`src/rtl/seg7_pkg.sv`:
```
// Shared constants and types for the 7-segment scan decoder: anode codes,
// cathode patterns (bit 0 = segment a), FSM state type and BCD-to-binary helper.
package seg7_pkg;

  localparam logic [3:0] ANODE_D0    = 4'b1110;
  localparam logic [3:0] ANODE_D1    = 4'b1101;
  localparam logic [3:0] ANODE_D2    = 4'b1011;
  localparam logic [3:0] ANODE_BLANK = 4'b1111;

  // Active-low cathodes written a..g left to right, so index 0 is segment a
  localparam logic [0:6] SEG_0 = 7'b0000001;
  localparam logic [0:6] SEG_1 = 7'b1001111;
  localparam logic [0:6] SEG_2 = 7'b0010010;
  localparam logic [0:6] SEG_3 = 7'b0000110;
  localparam logic [0:6] SEG_4 = 7'b1001100;
  localparam logic [0:6] SEG_5 = 7'b0100100;
  localparam logic [0:6] SEG_6 = 7'b0100000;
  localparam logic [0:6] SEG_7 = 7'b0001111;
  localparam logic [0:6] SEG_8 = 7'b0000000;
  localparam logic [0:6] SEG_9 = 7'b0000100;

  typedef enum logic [1:0] {
    WAIT_D0,
    GOT_D0,
    GOT_D1
  } scanState_t;

  // Shift-add form of d2*100 + d1*10 + d0; digits are at most 9 so the sum fits
  function automatic logic [9:0] digitsToValue(input logic [3:0] d2,
                                               input logic [3:0] d1,
                                               input logic [3:0] d0);
    logic [9:0] h, t, o;
    h = {6'd0, d2};
    t = {6'd0, d1};
    o = {6'd0, d0};
    return (h << 6) + (h << 5) + (h << 2) + (t << 3) + (t << 1) + o;
  endfunction

endpackage

```
`src/rtl/seg7_pattern_decode.sv`:
```
// Combinational lookup from an active-low a..g cathode pattern to a decimal
// digit plus a flag saying whether the pattern is one of the ten digit shapes.
module seg7_pattern_decode
  import seg7_pkg::*;
(
  input  logic [0:6] seg_i,
  output logic [3:0] digit_o,
  output logic       valid_o
);

  always_comb begin
    digit_o = 4'd0;
    valid_o = 1'b1;
    case (seg_i)
      SEG_0:   digit_o = 4'd0;
      SEG_1:   digit_o = 4'd1;
      SEG_2:   digit_o = 4'd2;
      SEG_3:   digit_o = 4'd3;
      SEG_4:   digit_o = 4'd4;
      SEG_5:   digit_o = 4'd5;
      SEG_6:   digit_o = 4'd6;
      SEG_7:   digit_o = 4'd7;
      SEG_8:   digit_o = 4'd8;
      SEG_9:   digit_o = 4'd9;
      default: valid_o = 1'b0;
    endcase
  end

endmodule

```
`src/rtl/seg7_scan_decoder.sv`:
```
// Recovers the 0..999 number shown on a multiplexed 3-digit 7-segment display
// by watching its anode/cathode lines, sampling each digit once it has settled.
module seg7_scan_decoder
  import seg7_pkg::*;
#(
  parameter int SETTLE_CYCLES = 1000  // must be at least 2
) (
  input  logic       clk_100Mhz,
  input  logic       reset_out,
  input  logic [3:0] anode_in,
  input  logic [0:6] seg_in,
  input  logic       clear_err,
  output logic [9:0] value,
  output logic       value_valid,
  output logic       err_flag
);

  localparam int              CW         = $clog2(SETTLE_CYCLES + 1);
  localparam logic [CW-1:0]   SETTLE_MAX = CW'(SETTLE_CYCLES);
  localparam logic [CW-1:0]   SAMPLE_AT  = CW'(SETTLE_CYCLES - 1);

  logic [10:0]   sync1_q, sync2_q, prev_q;
  logic [CW-1:0] stableCount_q, stableCount_d;
  logic          sampleStrobe;
  logic [3:0]    sampledAnode;
  logic [0:6]    sampledSeg;
  logic [3:0]    digit;
  logic          digitOk;
  logic          anodeOk;

  scanState_t    state_q;
  logic [3:0]    d0_q, d1_q;
  logic [9:0]    value_q;
  logic          valueValid_q;
  logic          errFlag_q;

  // Display lines are asynchronous to us; prev_q holds last cycle's synchronized word
  always_ff @(posedge clk_100Mhz or posedge reset_out) begin
    if (reset_out) begin
      sync1_q <= '1;
      sync2_q <= '1;
      prev_q  <= '1;
    end else begin
      sync1_q <= {anode_in, seg_in};
      sync2_q <= sync1_q;
      prev_q  <= sync2_q;
    end
  end

  always_comb begin
    stableCount_d = stableCount_q;
    if (sync2_q != prev_q) begin
      stableCount_d = '0;
    end else if (stableCount_q != SETTLE_MAX) begin
      stableCount_d = stableCount_q + CW'(1);
    end
  end

  always_ff @(posedge clk_100Mhz or posedge reset_out) begin
    if (reset_out) begin
      stableCount_q <= '0;
    end else begin
      stableCount_q <= stableCount_d;
    end
  end

  // Saturation above SAMPLE_AT guarantees a single strobe per stable interval
  assign sampleStrobe = (stableCount_q == SAMPLE_AT);
  assign sampledAnode = prev_q[10:7];
  assign sampledSeg   = prev_q[6:0];
  assign anodeOk      = (sampledAnode == ANODE_D0) || (sampledAnode == ANODE_D1) ||
                        (sampledAnode == ANODE_D2);

  seg7_pattern_decode u_decode (
    .seg_i   (sampledSeg),
    .digit_o (digit),
    .valid_o (digitOk)
  );

  // Frame assembly: ones, then tens, then hundreds; a new error beats clear_err
  always_ff @(posedge clk_100Mhz or posedge reset_out) begin
    if (reset_out) begin
      state_q      <= WAIT_D0;
      d0_q         <= 4'd0;
      d1_q         <= 4'd0;
      value_q      <= 10'd0;
      valueValid_q <= 1'b0;
      errFlag_q    <= 1'b0;
    end else begin
      valueValid_q <= 1'b0;
      if (clear_err) begin
        errFlag_q <= 1'b0;
      end
      if (sampleStrobe && (sampledAnode != ANODE_BLANK)) begin
        if (!anodeOk || !digitOk) begin
          errFlag_q <= 1'b1;
          state_q   <= WAIT_D0;
        end else if (sampledAnode == ANODE_D0) begin
          d0_q    <= digit;
          state_q <= GOT_D0;
        end else if (sampledAnode == ANODE_D1) begin
          if (state_q == GOT_D0) begin
            d1_q    <= digit;
            state_q <= GOT_D1;
          end else begin
            state_q <= WAIT_D0;
          end
        end else begin
          if (state_q == GOT_D1) begin
            value_q      <= digitsToValue(digit, d1_q, d0_q);
            valueValid_q <= 1'b1;
          end
          state_q <= WAIT_D0;
        end
      end
    end
  end

  assign value       = value_q;
  assign value_valid = valueValid_q;
  assign err_flag    = errFlag_q;

endmodule

```
`config.mk`:
```
export PLATFORM = sky130hd
export DESIGN_NAME = seg7_scan_decoder
export DESIGN_NICKNAME = d
export VERILOG_FILES = /design/src/rtl/seg7_pkg.sv /design/src/rtl/seg7_pattern_decode.sv /design/src/rtl/seg7_scan_decoder.sv
export SDC_FILE = /design/constraint.sdc
export NUM_CORES = 1
export LEC_CHECK = 0
export CAP_MARGIN = 20
export CORE_MARGIN = 2
export CORE_UTILIZATION = 25
export CTS_BUF_LIST = sky130_fd_sc_hd__clkbuf_4 sky130_fd_sc_hd__clkbuf_8
export DETAILED_ROUTE_END_ITERATION = 6
export HOLD_SLACK_MARGIN = 0.1
export SLEW_MARGIN = 15
export SYNTH_ARGS = -nofsm -noshare
export SYNTH_HDL_FRONTEND = slang
export SYNTH_HIERARCHICAL = 1
export SYNTH_SLANG_ARGS = --single-unit
```
`constraint.sdc`:
```
create_clock -name clk_100Mhz -period 4.31 [get_ports clk_100Mhz]
set_input_delay 0.431 -clock clk_100Mhz [delete_from_list [all_inputs] [get_ports clk_100Mhz]]
set_output_delay 0.431 -clock clk_100Mhz [all_outputs]
set_load 0.02 [all_outputs]
```
==> impl_metrics.ini <==
[run_status]
status = completed

[synthesis]
syn_area_sq_um = 3180
ys_ff_latch = 65
synth_ff_type = dfstp_2
synth_nets = 294
syn_inst = 256
synth_edf_count = 0
ys_warn_count = 6
synth.avg_cell_area_sq_um = 12.4
ys_seq_area_share_pct = 52.5
ys_types = 55
synthArstFlopShare_pct = 100

[power_and_ir_drop]
power.internal_uw = 897
p_sw_share_pct = 24.8
power_density_nw_per_um2 = 310
leakagePower_uw = 0.00172
power_uw = 1190
power_frac_comb_pct = 4.7
ir_worst_vdd_v = 0.000188
clkPwrFrac_pct = 40.3
p_sw_uw = 295
seq_power_share_pct = 55.0

[die]
die_y_um = 117
die_area_sq_um = 13600
coreArea_sq_um = 12500
start_util_pct = 25.4
rows = 41
die_w_um = 117
ios = 26

[clocking]
cts_buffer_depth = 2
clk_latency_ps = 340
postCtsHoldBufs = 0
cts_made_buffers = 9
cts_sinks = 65
clk_pin_slew_ps = 80
cts_root_buf = clkbuf_8
htreeDepth = 3
cts_tree = yes

[worst_setup_path]
worstSetupStartpointType = flip-flop
cp.required_ps = 4540
endpoint_kind = flip-flop
crit_fanout = 9
slowest_delay_ps = 620
path_class = reg2reg
critPathArrivalTime_ps = 4320
crit_slowest_cell = dfstp_2
path_cells = and3b_1 -> nand3_1 -> o22ai_2 -> inv_1 -> fa_1 -> inv_1 -> fa_1 -> ha_1 -> inv_1 -> fa_1 -> nor2b_1 -> o31a_1 -> or4_1 -> o311a_1 -> mux2_4

[global_routing]
grt_pass1_vias = 1862
overflow = 0
antenna_found_initial = 0
grt_max_degree = 35
grt_pass1_wl_um = 8760
track_usage_pct = 8.36

[timing]
relSlewSlack_pct = 57.3
finalHoldViolations = 0
slew_violations = 0
post-route-min-period_ps = 4090
fmax_mhz = 245
tightest_slew_ps = 640
tns_ps = 0
fin_skew_ps = 7.07
timing.final.crit_share_pct = 94.9
setup_violations = 0
rsz0062_at_grt = no

[finish]
fin_nets = 329
antennaDiodeCount = 0
fin_util_pct = 30.7
area_growth_pct = 20.9
drive_gt1_share_pct = 26.0
fillers = 1302
multi_input_area_sq_um = 1390
ff_latch_area_sq_um = 1670

[detailed_routing]
routed_wl_um = 5070
wl_per_cell_um = 10.8
drtIter0Drc = 109
dr.pass1.iters = 4
viasPerCell = 4.02
ant_nets = 0
drc = 0
vias = 1881

[place]
gp_congestion = 0.779
io_buffers = 25
hpwl_um = 3650

[min_path]
hp-class = reg2reg

[run]
max_cap_violations = 0
==> worst paths after layout <==
| kind | slack (ps) | cells past startpoint | to | start |
|---|---|---|---|---|
| setup / recovery | 220 | 15 | value[9] | prev_q[3] |
| hold / removal | 350 | 0 | sync2_q[1] | sync1_q[1] |
| setup reg to reg | 220 | 15 | value[9] | prev_q[3] |
| hold reg to reg | 350 | 0 | sync2_q[1] | sync1_q[1] |
| max in group asynchronous | 2930 | 3 | value[2] | reset_out |
| min in group asynchronous | 850 | 2 | sync1_q[8] | reset_out |
==> metrics by stage <==
step	cells	hold slack (ps)	setup slack, ps	instance area, sq um
6_report	468	352	221	3840
5_1_grt	468	357	13.4	3840
4_1_cts	466	357	115	3820
3_5_place_dp	450	347	131	3630
3_3_place_gp	450	346	219	3630
2_1_floorplan	256	345	317	3180
==> synth_stat cells, types with 3 or more instances <==
cell,number,share of area (%)
a21oi_1,6,0.94
o21ai_0,3,0.47
inv_1,28,3.3
nor2_1,16,1.9
mux2i_1,7,2.2
a211oi_1,3,0.71
fa_1,7,4.4
nor3_1,4,0.63
dfstp_2,33,27
dfrtp_1,32,25
o22ai_1,3,0.59
mux2_4,9,4.3
nand3_1,8,1.3
nand2_1,5,0.59
mux2_2,3,1.1
xnor2_1,8,2.2
ha_1,17,6.7
xor2_1,18,5.0
==> per-layer routing <==
layer	wire length (um)	global-route usage [%]	vias to the layer above
met3	252	2.99	9
met1	2410	10.8	896
met5	0	0	-
met2	2330	12.6	31
met4	76	3.76	0
li1	-	-	945
==> cells in the final DEF (no fill, tap or decap), types with 3 or more instances in the layout <==
cell / count
mux2i_1: 7
fa_1: 7
clkbuf_8: 10
buf_4: 4
xnor2_1: 8
a211oi_1: 3
nor3_1: 4
clkdlybuf4s50_1: 25
inv_6: 3
dfrtp_1: 32
mux2_2: 3
ha_1: 17
nor2_1: 16
o21ai_0: 3
nand2_1: 5
nand3_1: 8
inv_1: 27
xor2_1: 18
dfstp_2: 33
mux2_4: 9
clkinvlp_4: 3
a21oi_1: 6
==> flip-flops by register name, summed over array words and instances, names as in the netlist <==
signal / cells
d0_q: 4
d1_q: 4
err_flag: 1
prev_q: 11
stableCount_q: 10
state_q: 2
sync1_q: 11
sync2_q: 11
value: 10
value_valid: 1
==> what timing repair did <==
action,4_1_cts,5_1_grt
setup buffers,0,2
resized for setup,0,2
setup endpoints to repair,0,1
==> worst max-delay path: cells and delay by family, from the launching register on <==
family                   cells  cell delay [ps]
adder cells (fa/ha/maj)      4             1430
AND/OR/NAND/NOR              4              850
flip-flops                   1              620
AO/OA/AOI/OAI                3              570
multiplexers                 1              260
buffers and inverters        3              250
==> cell families (layout without fill, tap and decap cells) <==
logic type	after synthesis	count (layout)	share of synthesized area, %
xor+xnor	26	26	7.16
compound gates	30	30	6.73
mux	19	19	7.52
buf+inv	34	74	4.33
flops	65	65	52.5
simple gates	58	58	10.7
fa+ha+maj	24	24	11.1
==> power by group through the flow <==
| stage | combinational, uW | sequential (uW) | clock, uW |
|---|---|---|---|
| floorplan | 37.3 | 659 | 0 |
| global placement | 54.8 | 665 | 0 |
| detailed placement | 55.1 | 666 | 0 |
| CTS | 55.6 | 655 | 506 |
| global route | 64.5 | 658 | 529 |
| finish | 56.3 | 655 | 481 |
==> cell type report <==
cell class	instances	area share, %
clock inverter	6	1.27
sequential	65	43.4
clock buffer	10	3.58
tap	172	5.60
multi-input combinational	157	36.0
inverter	29	2.83
timing repair buffer	29	7.29
Power figures use the tool's default switching activity.
